**src/rtl/lsu_multicycle.sv**
```systemverilog
// rtl/lsu_multicycle.sv - multicycle load/store unit with lane enables and access watchdog
// Optional misaligned-access splitting is enabled by defining LSU_MISALIGNED_SPLIT_EN.
module lsu_multicycle #(
   parameter int XLEN           = 32,
   parameter int TIMEOUT_CYCLES = 255
) (
   input  logic              clk,
   input  logic              rst,
   input  logic              req_valid,
   output logic              req_ready,
   input  logic              req_store,
   input  logic [2:0]        req_funct3,
   input  logic [XLEN-1:0]   req_addr,
   input  logic [XLEN-1:0]   req_wdata,
   output logic              rsp_valid,
   output logic [XLEN-1:0]   rsp_rdata,
   output logic [1:0]        rsp_err,
   output logic              mem_read,
   output logic              mem_write,
   output logic [XLEN-1:0]   mem_address,
   output logic [XLEN/8-1:0] mem_byte_enable,
   output logic [XLEN-1:0]   mem_wdata,
   input  logic [XLEN-1:0]   mem_rdata,
   input  logic              mem_resp
);
   localparam int B  = XLEN / 8;
   localparam int OW = $clog2(B);
   localparam int CW = $clog2(TIMEOUT_CYCLES + 1) + 1;
   localparam logic [CW-1:0] TLAST = CW'((TIMEOUT_CYCLES == 0) ? 0 : TIMEOUT_CYCLES - 1);
`ifdef LSU_MISALIGNED_SPLIT_EN
   localparam int SPAN = 2;
`else
   localparam int SPAN = 1;
`endif

   typedef enum logic [1:0] {
      IDLE   = 2'd0,
      ACCESS = 2'd1,
      RESP   = 2'd2
`ifdef LSU_MISALIGNED_SPLIT_EN
      , ACCESS2 = 2'd3
`endif
   } state_t;

   state_t          state;
   logic            r_store, r_uns;
   logic [1:0]      r_size;
   logic [OW-1:0]   r_off;
   logic [CW-1:0]   cnt;

   // Lanes/data are computed over two words so the upper half feeds a split second beat.
   function automatic logic [SPAN*B-1:0] lane_mask(input logic [1:0] size, input logic [OW-1:0] off);
      logic [SPAN*B-1:0] m;
      m = ((SPAN*B)'(1) << (1 << size)) - (SPAN*B)'(1);
      return m << off;
   endfunction

   function automatic logic [XLEN-1:0] extend(input logic [XLEN-1:0] d, input logic [1:0] size,
                                             input logic uns);
      logic [XLEN-1:0] mask, top;
      mask = {XLEN{1'b1}} >> (XLEN - (8 << size));
      top  = mask & ~(mask >> 1);
      if (!uns && (|(d & top)))
         return d | ~mask;
      return d & mask;
   endfunction

   logic [OW-1:0]        in_off;
   int                   in_n;
   logic                 illegal, misal, reject_misal;
   logic [SPAN*B-1:0]    in_lanes;
   logic [SPAN*XLEN-1:0] in_wd;
   logic [XLEN-1:0]      in_align, beat_data, ld_data;

   always_comb begin
      in_off    = req_addr[OW-1:0];
      in_n      = 1 << req_funct3[1:0];
      illegal   = in_n > B;
      misal     = (int'(in_off) & (in_n - 1)) != 0;
      in_lanes  = lane_mask(req_funct3[1:0], in_off);
      in_wd     = {{((SPAN-1)*XLEN){1'b0}}, req_wdata} << (8 * int'(in_off));
      in_align  = {req_addr[XLEN-1:OW], {OW{1'b0}}};
      beat_data = mem_rdata >> (8 * int'(r_off));
      ld_data   = extend(beat_data, r_size, r_uns);
   end

`ifdef LSU_MISALIGNED_SPLIT_EN
   logic            r_split, split;
   logic [XLEN-1:0] hi_address, hi_wd, lo_data, ld2_data;
   logic [B-1:0]    hi_be;

   assign split        = misal && (int'(in_off) + in_n > B);
   assign reject_misal = 1'b0;
   assign ld2_data     = extend(lo_data | (mem_rdata << (8 * (B - int'(r_off)))), r_size, r_uns);
`else
   assign reject_misal = misal;
`endif

   assign req_ready = (state == IDLE);

   always_ff @(posedge clk or negedge rst) begin
      if (!rst) begin
         state           <= IDLE;
         rsp_valid       <= 1'b0;
         rsp_rdata       <= '0;
         rsp_err         <= 2'b00;
         mem_read        <= 1'b0;
         mem_write       <= 1'b0;
         mem_address     <= '0;
         mem_byte_enable <= '0;
         mem_wdata       <= '0;
         r_store         <= 1'b0;
         r_uns           <= 1'b0;
         r_size          <= 2'd0;
         r_off           <= '0;
         cnt             <= '0;
`ifdef LSU_MISALIGNED_SPLIT_EN
         r_split         <= 1'b0;
         hi_address      <= '0;
         hi_be           <= '0;
         hi_wd           <= '0;
         lo_data         <= '0;
`endif
      end else begin
         rsp_valid <= 1'b0;
         case (state)
            IDLE: if (req_valid) begin
               r_store <= req_store;
               r_size  <= req_funct3[1:0];
               r_uns   <= req_funct3[2];
               r_off   <= in_off;
               cnt     <= '0;
`ifdef LSU_MISALIGNED_SPLIT_EN
               r_split    <= split;
               hi_address <= in_align + XLEN'(B);
               hi_be      <= in_lanes[2*B-1:B];
               hi_wd      <= in_wd[2*XLEN-1:XLEN];
`endif
               if (illegal || reject_misal) begin
                  state     <= RESP;
                  rsp_valid <= 1'b1;
                  rsp_err   <= illegal ? 2'b11 : 2'b01;
                  rsp_rdata <= '0;
               end else begin
                  state           <= ACCESS;
                  mem_read        <= ~req_store;
                  mem_write       <= req_store;
                  mem_address     <= in_align;
                  mem_byte_enable <= in_lanes[B-1:0];
                  mem_wdata       <= in_wd[XLEN-1:0];
               end
            end
            ACCESS: begin
               if (mem_resp) begin
`ifdef LSU_MISALIGNED_SPLIT_EN
                  // Strobes stay up into the second beat; only the address/lanes move.
                  if (r_split) begin
                     state           <= ACCESS2;
                     cnt             <= '0;
                     lo_data         <= beat_data;
                     mem_address     <= hi_address;
                     mem_byte_enable <= hi_be;
                     mem_wdata       <= hi_wd;
                  end else
`endif
                  begin
                     state     <= RESP;
                     mem_read  <= 1'b0;
                     mem_write <= 1'b0;
                     rsp_valid <= 1'b1;
                     rsp_err   <= 2'b00;
                     rsp_rdata <= r_store ? '0 : ld_data;
                  end
               end else if (TIMEOUT_CYCLES != 0 && cnt == TLAST) begin
                  state     <= RESP;
                  mem_read  <= 1'b0;
                  mem_write <= 1'b0;
                  rsp_valid <= 1'b1;
                  rsp_err   <= 2'b10;
                  rsp_rdata <= '0;
               end else begin
                  cnt <= cnt + CW'(1);
               end
            end
`ifdef LSU_MISALIGNED_SPLIT_EN
            ACCESS2: begin
               if (mem_resp || (TIMEOUT_CYCLES != 0 && cnt == TLAST)) begin
                  state     <= RESP;
                  mem_read  <= 1'b0;
                  mem_write <= 1'b0;
                  rsp_valid <= 1'b1;
                  rsp_err   <= mem_resp ? 2'b00 : 2'b10;
                  rsp_rdata <= (mem_resp && !r_store) ? ld2_data : '0;
               end else begin
                  cnt <= cnt + CW'(1);
               end
            end
`endif
            RESP:    state <= IDLE;
            default: state <= IDLE;
         endcase
      end
   end
endmodule
```
**config.mk**
```make
export PLATFORM = sky130hd
export DESIGN_NAME = lsu_multicycle
export DESIGN_NICKNAME = d
export VERILOG_FILES = /design/src/rtl/lsu_multicycle.sv
export SDC_FILE = /design/constraint.sdc
export NUM_CORES = 1
export LEC_CHECK = 0
export CAP_MARGIN = 15
export CELL_PAD_IN_SITES_DETAIL_PLACEMENT = 1
export CELL_PAD_IN_SITES_GLOBAL_PLACEMENT = 1
export CORE_ASPECT_RATIO = 1.5
export CORE_UTILIZATION = 30
export CTS_CLUSTER_DIAMETER = 60
export CTS_CLUSTER_SIZE = 20
export DETAILED_ROUTE_END_ITERATION = 10
export GPL_TIMING_DRIVEN = 1
export PLACE_DENSITY = 0.76
export SYNTH_ARGS = -nofsm -noshare
export SYNTH_HDL_FRONTEND = slang
export SYNTH_SLANG_ARGS = --single-unit
```
**constraint.sdc**
```tcl
create_clock -name clk -period 1.9 [get_ports clk]
set_input_delay 0.38 -clock clk [delete_from_list [all_inputs] [get_ports clk]]
set_output_delay 0.38 -clock clk [all_outputs]
set_load 0.01 [all_outputs]
```
Yosys cells after proc, flatten, opt, wreduce, memory -nomap -nowiden
Cells that the tools add are included.
{"block": "word_totals", "input_bits": 104, "out_inout_bits": 106, "word_cells": 92, "ff_bits": 120}
{"block": "classes", "muxes": 36, "n_eq_ne": 8, "magnitude_cmp": 1, "n_reduce_logical": 13, "n_shift": 7, "n_addsub": 4, "bitwise": 9}
{"cell": "two-way mux 32 bit", "n": 7}
{"cell": "bitwise AND 32 bit", "n": 3}
{"cell": "case mux 32 bit (2 select lines)", "n": 1}
{"cell": "bitwise AND 3 x 32 -> 32 bit", "n": 1}
{"cell": "> comparator 32 x 4 -> 1 bit (second input constant)", "n": 1}
{"cell": "NOT 31 -> 32 bit", "n": 1}
{"cell": "NOT 32 bit", "n": 1}
{"cell": "bitwise OR 32 bit", "n": 1}
{"cell": "nonzero test 32 bit", "n": 1}
{"cell": "OR reduction 32 bit", "n": 1}
{"cell": "left shift 1 x 2 -> 32 bit (first input constant)", "n": 1}
{"cell": "left shift 1 x 32 -> 4 bit (first input constant)", "n": 1}
{"cell": "left shift 32 x 5 -> 32 bit", "n": 1}
{"cell": "left shift 4 x 2 -> 32 bit (first input constant)", "n": 1}
{"cell": ">> shifter 32 x 32 -> 32 bit (first input constant)", "n": 1}
{"cell": ">> shifter 32 x 5 -> 32 bit", "n": 1}
{"cell": "subtractor 32 x 2 -> 32 bit (second input constant)", "n": 1}
{"cell": "subtractor 7 x 32 -> 32 bit (first input constant)", "n": 1}
{"cell": "two-way mux 9 bit", "n": 3}
{"cell": "case mux 9 bit (2 select lines)", "n": 1}
{"cell": "two-way mux 2 bit", "n": 8}
{"cell": "AND reduction 4 bit", "n": 3}
{"cell": "two-way mux 1 bit", "n": 11}
{"cell": "adder 9 x 1 -> 9 bit (second input constant)", "n": 1}
{"cell": "17 further kinds", "n": 25}

Depth between registers and ports, before layout
{"block": "logic_depth", "depth_word": 13, "ltp_mapped": 8, "ltp_nobuf": 6}

Least setup slack after synthesis
Ideal clock, no wire load.
{"block": "synth_path", "path_type": "reg2reg", "from": "register cnt[0]", "to": "register rsp_rdata[16]", "arrival_ns": 1.681, "t_required_ns": 1.774, "setup_slack_ns": 0.093, "n_path_buf": 1, "path_stages_with_launch": 8, "synth_period_minus_slack_ns": 1.807, "setup_time_ns": 0.126, "cell_sequence": "dfrtp_1 inv_1 ha_1 nand4b_1 o21bai_2 a21oi_4 buf_6 a221o_1"}
{"block": "synth_via", "elab_chain_len": 3}
{"element": "start, declared", "line_no": "49", "text": "logic [CW-1:0] cnt;"}
{"element": "start signal, assigned", "line_no": "182", "text": "cnt <= cnt + CW'(1);"}
{"element": "== test 9 x 8 -> 1 bit", "line_no": "174", "text": "end else if (TIMEOUT_CYCLES != 0 && cnt == TLAST) begin"}
{"element": "inequality test 3 bit (no line)"}
{"element": "AND reduction 4 bit (no line)"}
{"element": "end signal, assigned", "line_no": "172", "text": "rsp_rdata <= r_store ? '0 : ld_data;"}
{"element": "end, declared", "line_no": "16", "text": "output logic [XLEN-1:0] rsp_rdata,"}
No other way between the ends.
A chain may end at the register's enable or synchronous reset.

Worst setup path after layout
{"block": "layout_path", "from": "register state[0]", "to": "register rsp_rdata[9]"}
{"block": "layout_via", "elab_chain_len": 3, "elab_cells_between_ends": 8, "cone_classes": "eq/ne: 4; mux: 1; reduce/logical: 3"}
{"element": "start, declared", "line_no": "45", "text": "state_t state;"}
{"element": "start signal, assigned", "line_no": "103", "text": "state <= IDLE;"}
{"element": "start signal, assigned", "line_no": "140", "text": "state <= RESP;"}
{"element": "start signal, assigned", "line_no": "145", "text": "state <= ACCESS;"}
{"element": "== test 2 x 1 -> 1 bit / logical NOT 2 bit (equally long branches)", "line_no": "126", "text": "case (state)"}
{"element": "inequality test 3 bit (no line) (tied with other cells)"}
{"element": "AND reduction 4 bit (no line)"}
Parallel ways exist; a longest one is shown, timed or not.

==> results by stage <==
Outcome:
- The flow ran to the end, and the final reports show no timing, DRC or antenna violations.

Synthesis:
- The share of synthesized area in the top cell type comes to 0.506.
- The cell area that synthesis handed to floorplanning was 0.00594 mm^2.
- Synthesis handed over a netlist of 594 instances.
- The post-synthesis sequential area ratio is 0.506.
- In the post-synthesis netlist, the biggest area contributors are sky130_fd_sc_hd__dfrtp_1, sky130_fd_sc_hd__nand2_1, sky130_fd_sc_hd__mux2i_1.
- The synthesized area per cell is 10.0 um^2.
- The biggest area contributor in the post-synthesis netlist is sky130_fd_sc_hd__dfrtp_1.
- The most frequently used flop master after synthesis is sky130_fd_sc_hd__dfrtp_1.
- The dominant cell by count in the synthesized netlist is sky130_fd_sc_hd__nand2_1.
- The netlist uses 57 different library cells.
- The async set-reset flop share out of synthesis is 1.00.
- Synthesis inferred 120 register bits.
- In the synthesized netlist, the cells that appear most often are sky130_fd_sc_hd__nand2_1, sky130_fd_sc_hd__dfrtp_1, sky130_fd_sc_hd__mux2i_1.
- The count of flip-flops with a built-in enable after synthesis is 0.
- The warning count from the yosys run is 0.

CTS:
- The clock latency at the later pin of the worst-skew pair is 0.41 ns.
- Clock tree synthesis selected as its root buffer the cell sky130_fd_sc_hd__clkbuf_16.
- After clock tree synthesis, the clock-pin slew on the worst setup and hold paths is 0.05 ns.
- TritonCTS built the clock tree.
- CTS built an H-tree with a depth of 4.
- The deepest clock path buffer count is 2.
- The number of clock buffers added by TritonCTS is 17.
- Clock tree synthesis found a total of 120 sinks.

Placement:
- Detailed placement ended at an HPWL of 14900 um.
- Buffers placed on the I/O ports in this run total 207.
- The placer congestion estimate is 0.845.
- The worst setup slack before clock tree synthesis is -0.476 ns.

Timing:
- Between clock sinks in the finished design, the worst skew comes to 0.00782 ns.
- The number of endpoints with negative hold slack in the final report is 0.
- The total count of max-transition violations in the final report is 0.
- Across all hold checks on the routed design, the worst slack comes to 0.428 ns.
- The fraction of the cycle the final worst path needs is 0.978.
- For the pin with the worst max-slew slack, the measured transition is 0.585 ns.
- Headroom to the max-slew limit came out at 0.609.
- In the post-route analysis, the smallest setup slack over all paths is 0.0416 ns.
- Based on the critical path, the design can be clocked at up to 538 MHz.
- The number of setup violations in the final report is 0.
- The worst path in the final design needs a cycle of 1.86 ns, including I/O delays and setup.

Worst hold path:
- The path type of the worst min-delay path is primary input to flop.
- The startpoint of the tightest hold check path is req_addr[0].
- The capture endpoint of the worst hold path is r_off[0].
- The worst hold path was traced through 4 stages.

Cells and area:
- In the final layout, flip-flops and latches occupy 0.00301 mm^2.
- Of the cells placed in the final design, the portion with a size suffix greater than 1 is 0.132.
- The multi-input combinational cells in the finished layout cover a total of 0.00279 mm^2.
- The area growth from synthesis to final layout is 56.4%.
- Counting the fill cells in the layout gives 2167.
- The final layout contains 944 nets.

Die:
- Pin placement for this block handled 210 I/O pins.
- For this configuration, the core starts out at a cell density of 0.309.
- The row count is 62.
- The x dimension of the die is 117 um.
- After floorplanning, the core was sized to cover 0.0192 mm^2.
- The die covers 0.0204 mm^2.
- The die extent in y is 174 um.

Setup path:
- The source of the worst register-to-register timing path is state[0].
- The critical path is of the flop to flop type.
- The cell at the slowest stage of the critical path is sky130_fd_sc_hd__dfrtp_2.
- The destination of the worst register-to-register timing path is rsp_rdata[9].
- STA classifies the critical path endpoint as a flop.
- The critical path's largest stage delay is 0.45 ns.
- The cell type with the highest occurrence count on the critical path is sky130_fd_sc_hd__a21oi_4.
- Traced cell by cell, the critical path runs through or3b_4 -> a21oi_4 -> a21oi_4 -> a221o_1.
- The element type at the critical path start is a flop.
- Measured in cells, the most critical reg-to-reg path has a length of 4.
- The critical path arrival is 2.14 ns.
- STA puts the critical path data required time at 2.19 ns.
- Along the worst path, the maximum fanout reaches 18.
- The setup slack on the worst flop-to-flop path is 0.04 ns.

Global routing:
- The wire length of the first global-routing pass is 32200 um.
- Global routing finished with a remaining overflow of 0.
- The total global-route track usage is 0.208.
- The initial antenna violation count was 1.
- The largest net degree at the start of global routing is 68.
- The via count of the first global-routing pass was 6016.

Drt:
- The final route contains 5567 vias.
- Using the TritonRoute via totals, the vias-per-cell ratio works out to 5.06.
- Dividing the detail-routed wire length by the instance count gives 18.6 um.
- Once detail routing completed, the nets flagged for antenna violations numbered 0.
- For this block, the initial DRC count from the detailed router was 258.
- After detailed routing, the total wire length is 20500 um.
- After detailed routing, the number of remaining DRC violations is 0.
- The first TritonRoute pass finished after 4 iterations.

Power:
- The internal power of the cells is 7.49 mW.
- The switching share of power is 0.311.
- After layout, the design draws a total of 10.9 mW.
- The share of total power dissipated in the clock network is 0.307.
- Summed over all cells, the static leakage comes to 4.07 nW.
- The net switching power figure is 3.37 mW.
- The maximum VDD drop is 0.623 mV.
- The power density over the cells is 1170 mW/mm^2.
- The portion of total power attributed to combinational logic is 0.352.
- The share of total power dissipated in sequential elements is 0.341.

Run:
- Across the run, the number of max-cap violations was 0.
==> how the worst max path moves through the flow <==
stage	from	end	slack (ns)	depth (start not counted)
final	state[0]	rsp_rdata[9]	0.04	4
after CTS	state[0]	rsp_rdata[31]	0.02	4
after detailed placement	req_funct3[1]	rsp_valid	-0.48	6
after global routing	r_size[0]	rsp_rdata[31]	-0.02	6
after floorplan	cnt[0]	rsp_rdata[16]	0.09	7
after global placement	req_funct3[1]	rsp_valid	-0.42	6
==> registers in the layout (all words and copies together) (netlist names) <==
register / cells
mem_wdata: 32
rsp_rdata: 32
mem_address: 30
cnt: 9
mem_byte_enable: 4
r_off: 2
r_size: 2
rsp_err: 2
state: 2
mem_read: 1
mem_write: 1
r_store: 1
r_uns: 1
rsp_valid: 1
==> power groups by stage <==
| stage | sequential (mW) | clock, mW | combinational [mW] |
|---|---|---|---|
| 3_5_place_dp | 3.74 | 0 | 3.77 |
| 2_1_floorplan | 3.94 | 0 | 1.33 |
| 4_1_cts | 3.72 | 3.42 | 3.85 |
| 3_3_place_gp | 3.72 | 0 | 3.69 |
| 6_report | 3.71 | 3.33 | 3.82 |
| 5_1_grt | 3.80 | 3.51 | 4.14 |
==> cell usage in the layout, fill, tap and decap left out, types with 3 or more instances in the layout <==
master and n:
sky130_fd_sc_hd__nand4b_1 3, sky130_fd_sc_hd__o21ai_1 21, sky130_fd_sc_hd__clkdlybuf4s50_1 203, sky130_fd_sc_hd__mux2_1 15, sky130_fd_sc_hd__or3_1 3, sky130_fd_sc_hd__a21oi_4 3
sky130_fd_sc_hd__dfrtp_2 3, sky130_fd_sc_hd__mux2i_1 34, sky130_fd_sc_hd__bufinv_16 3, sky130_fd_sc_hd__nor2_1 18, sky130_fd_sc_hd__clkbuf_8 4, sky130_fd_sc_hd__buf_12 6
sky130_fd_sc_hd__o21ai_0 20, sky130_fd_sc_hd__ha_1 5, sky130_fd_sc_hd__dfrtp_1 117, sky130_fd_sc_hd__a211oi_1 8, sky130_fd_sc_hd__a21oi_1 18, sky130_fd_sc_hd__clkbuf_16 17
sky130_fd_sc_hd__a31oi_4 4, sky130_fd_sc_hd__o211ai_1 3, sky130_fd_sc_hd__inv_1 5, sky130_fd_sc_hd__and3_1 3, sky130_fd_sc_hd__a221o_1 33, sky130_fd_sc_hd__o31ai_1 11
sky130_fd_sc_hd__nand2_1 162, sky130_fd_sc_hd__buf_4 46, sky130_fd_sc_hd__nor2b_1 11, sky130_fd_sc_hd__xor2_1 4, sky130_fd_sc_hd__nand3_1 5
==> cell type report <==
class,count,share of cell area
tap,256,0.0345
antenna,1,0.000269
timing repair buffer,260,0.273
sequential,120,0.324
clock buffer,22,0.0521
inverter,7,0.00283
multi-input combinational,427,0.301
clock inverter,7,0.0128
==> timing repair <==
action	in CTS	in global routing
endpoints found under the setup margin	35	11
gates resized for setup	11	6
buffers inserted	1	0
hold buffers	1	0
pin swaps	0	11
gates cloned	1	0
endpoints found under the hold margin	53	0
==> layer usage <==
metal | routed length (um) | global-route usage | vias to the layer above
met2 | 10800 | 0.369 | 195
met3 | 1320 | 0.0593 | 44
li1 | - | - | 2581
met4 | 639 | 0.0876 | 0
met5 | 0 | 0 | -
met1 | 7720 | 0.227 | 2747
==> per-stage QoR <==
stage                     utilization  instance area [um^2]  TNS [ns]  cells
after floorplan                     -                  5940         0    595
after global placement          0.446                  8580    -17.41   1067
after detailed placement        0.446                  8580    -22.24   1067
after CTS                       0.481                  9260         0   1099
after global routing            0.483                  9290   -0.0303   1099
final                           0.483                  9290         0   1100
==> worst max-delay path: cells and delay by family (launching register included) <==
family | cells | cell delay (ns)
compound gates | 3 | 0.85
simple gates | 1 | 0.43
flops | 1 | 0.45
==> kinds of logic (layout without fill, tap and decap cells) <==
logic type                 after synthesis  after routing  synth area share
other                                    1              3          0.000631
buffers and inverters                   49            296            0.0400
AOI/OAI and AO/OA                      138            139             0.175
adders and majority gates                7              7            0.0147
xor gates and xnor gates                 5              5           0.00737
DFF                                    120            120             0.506
muxes                                   51             51            0.0895
and+or+nand+nor                        223            223             0.167
No activity file was read; power rests on OpenSTA's default activity.
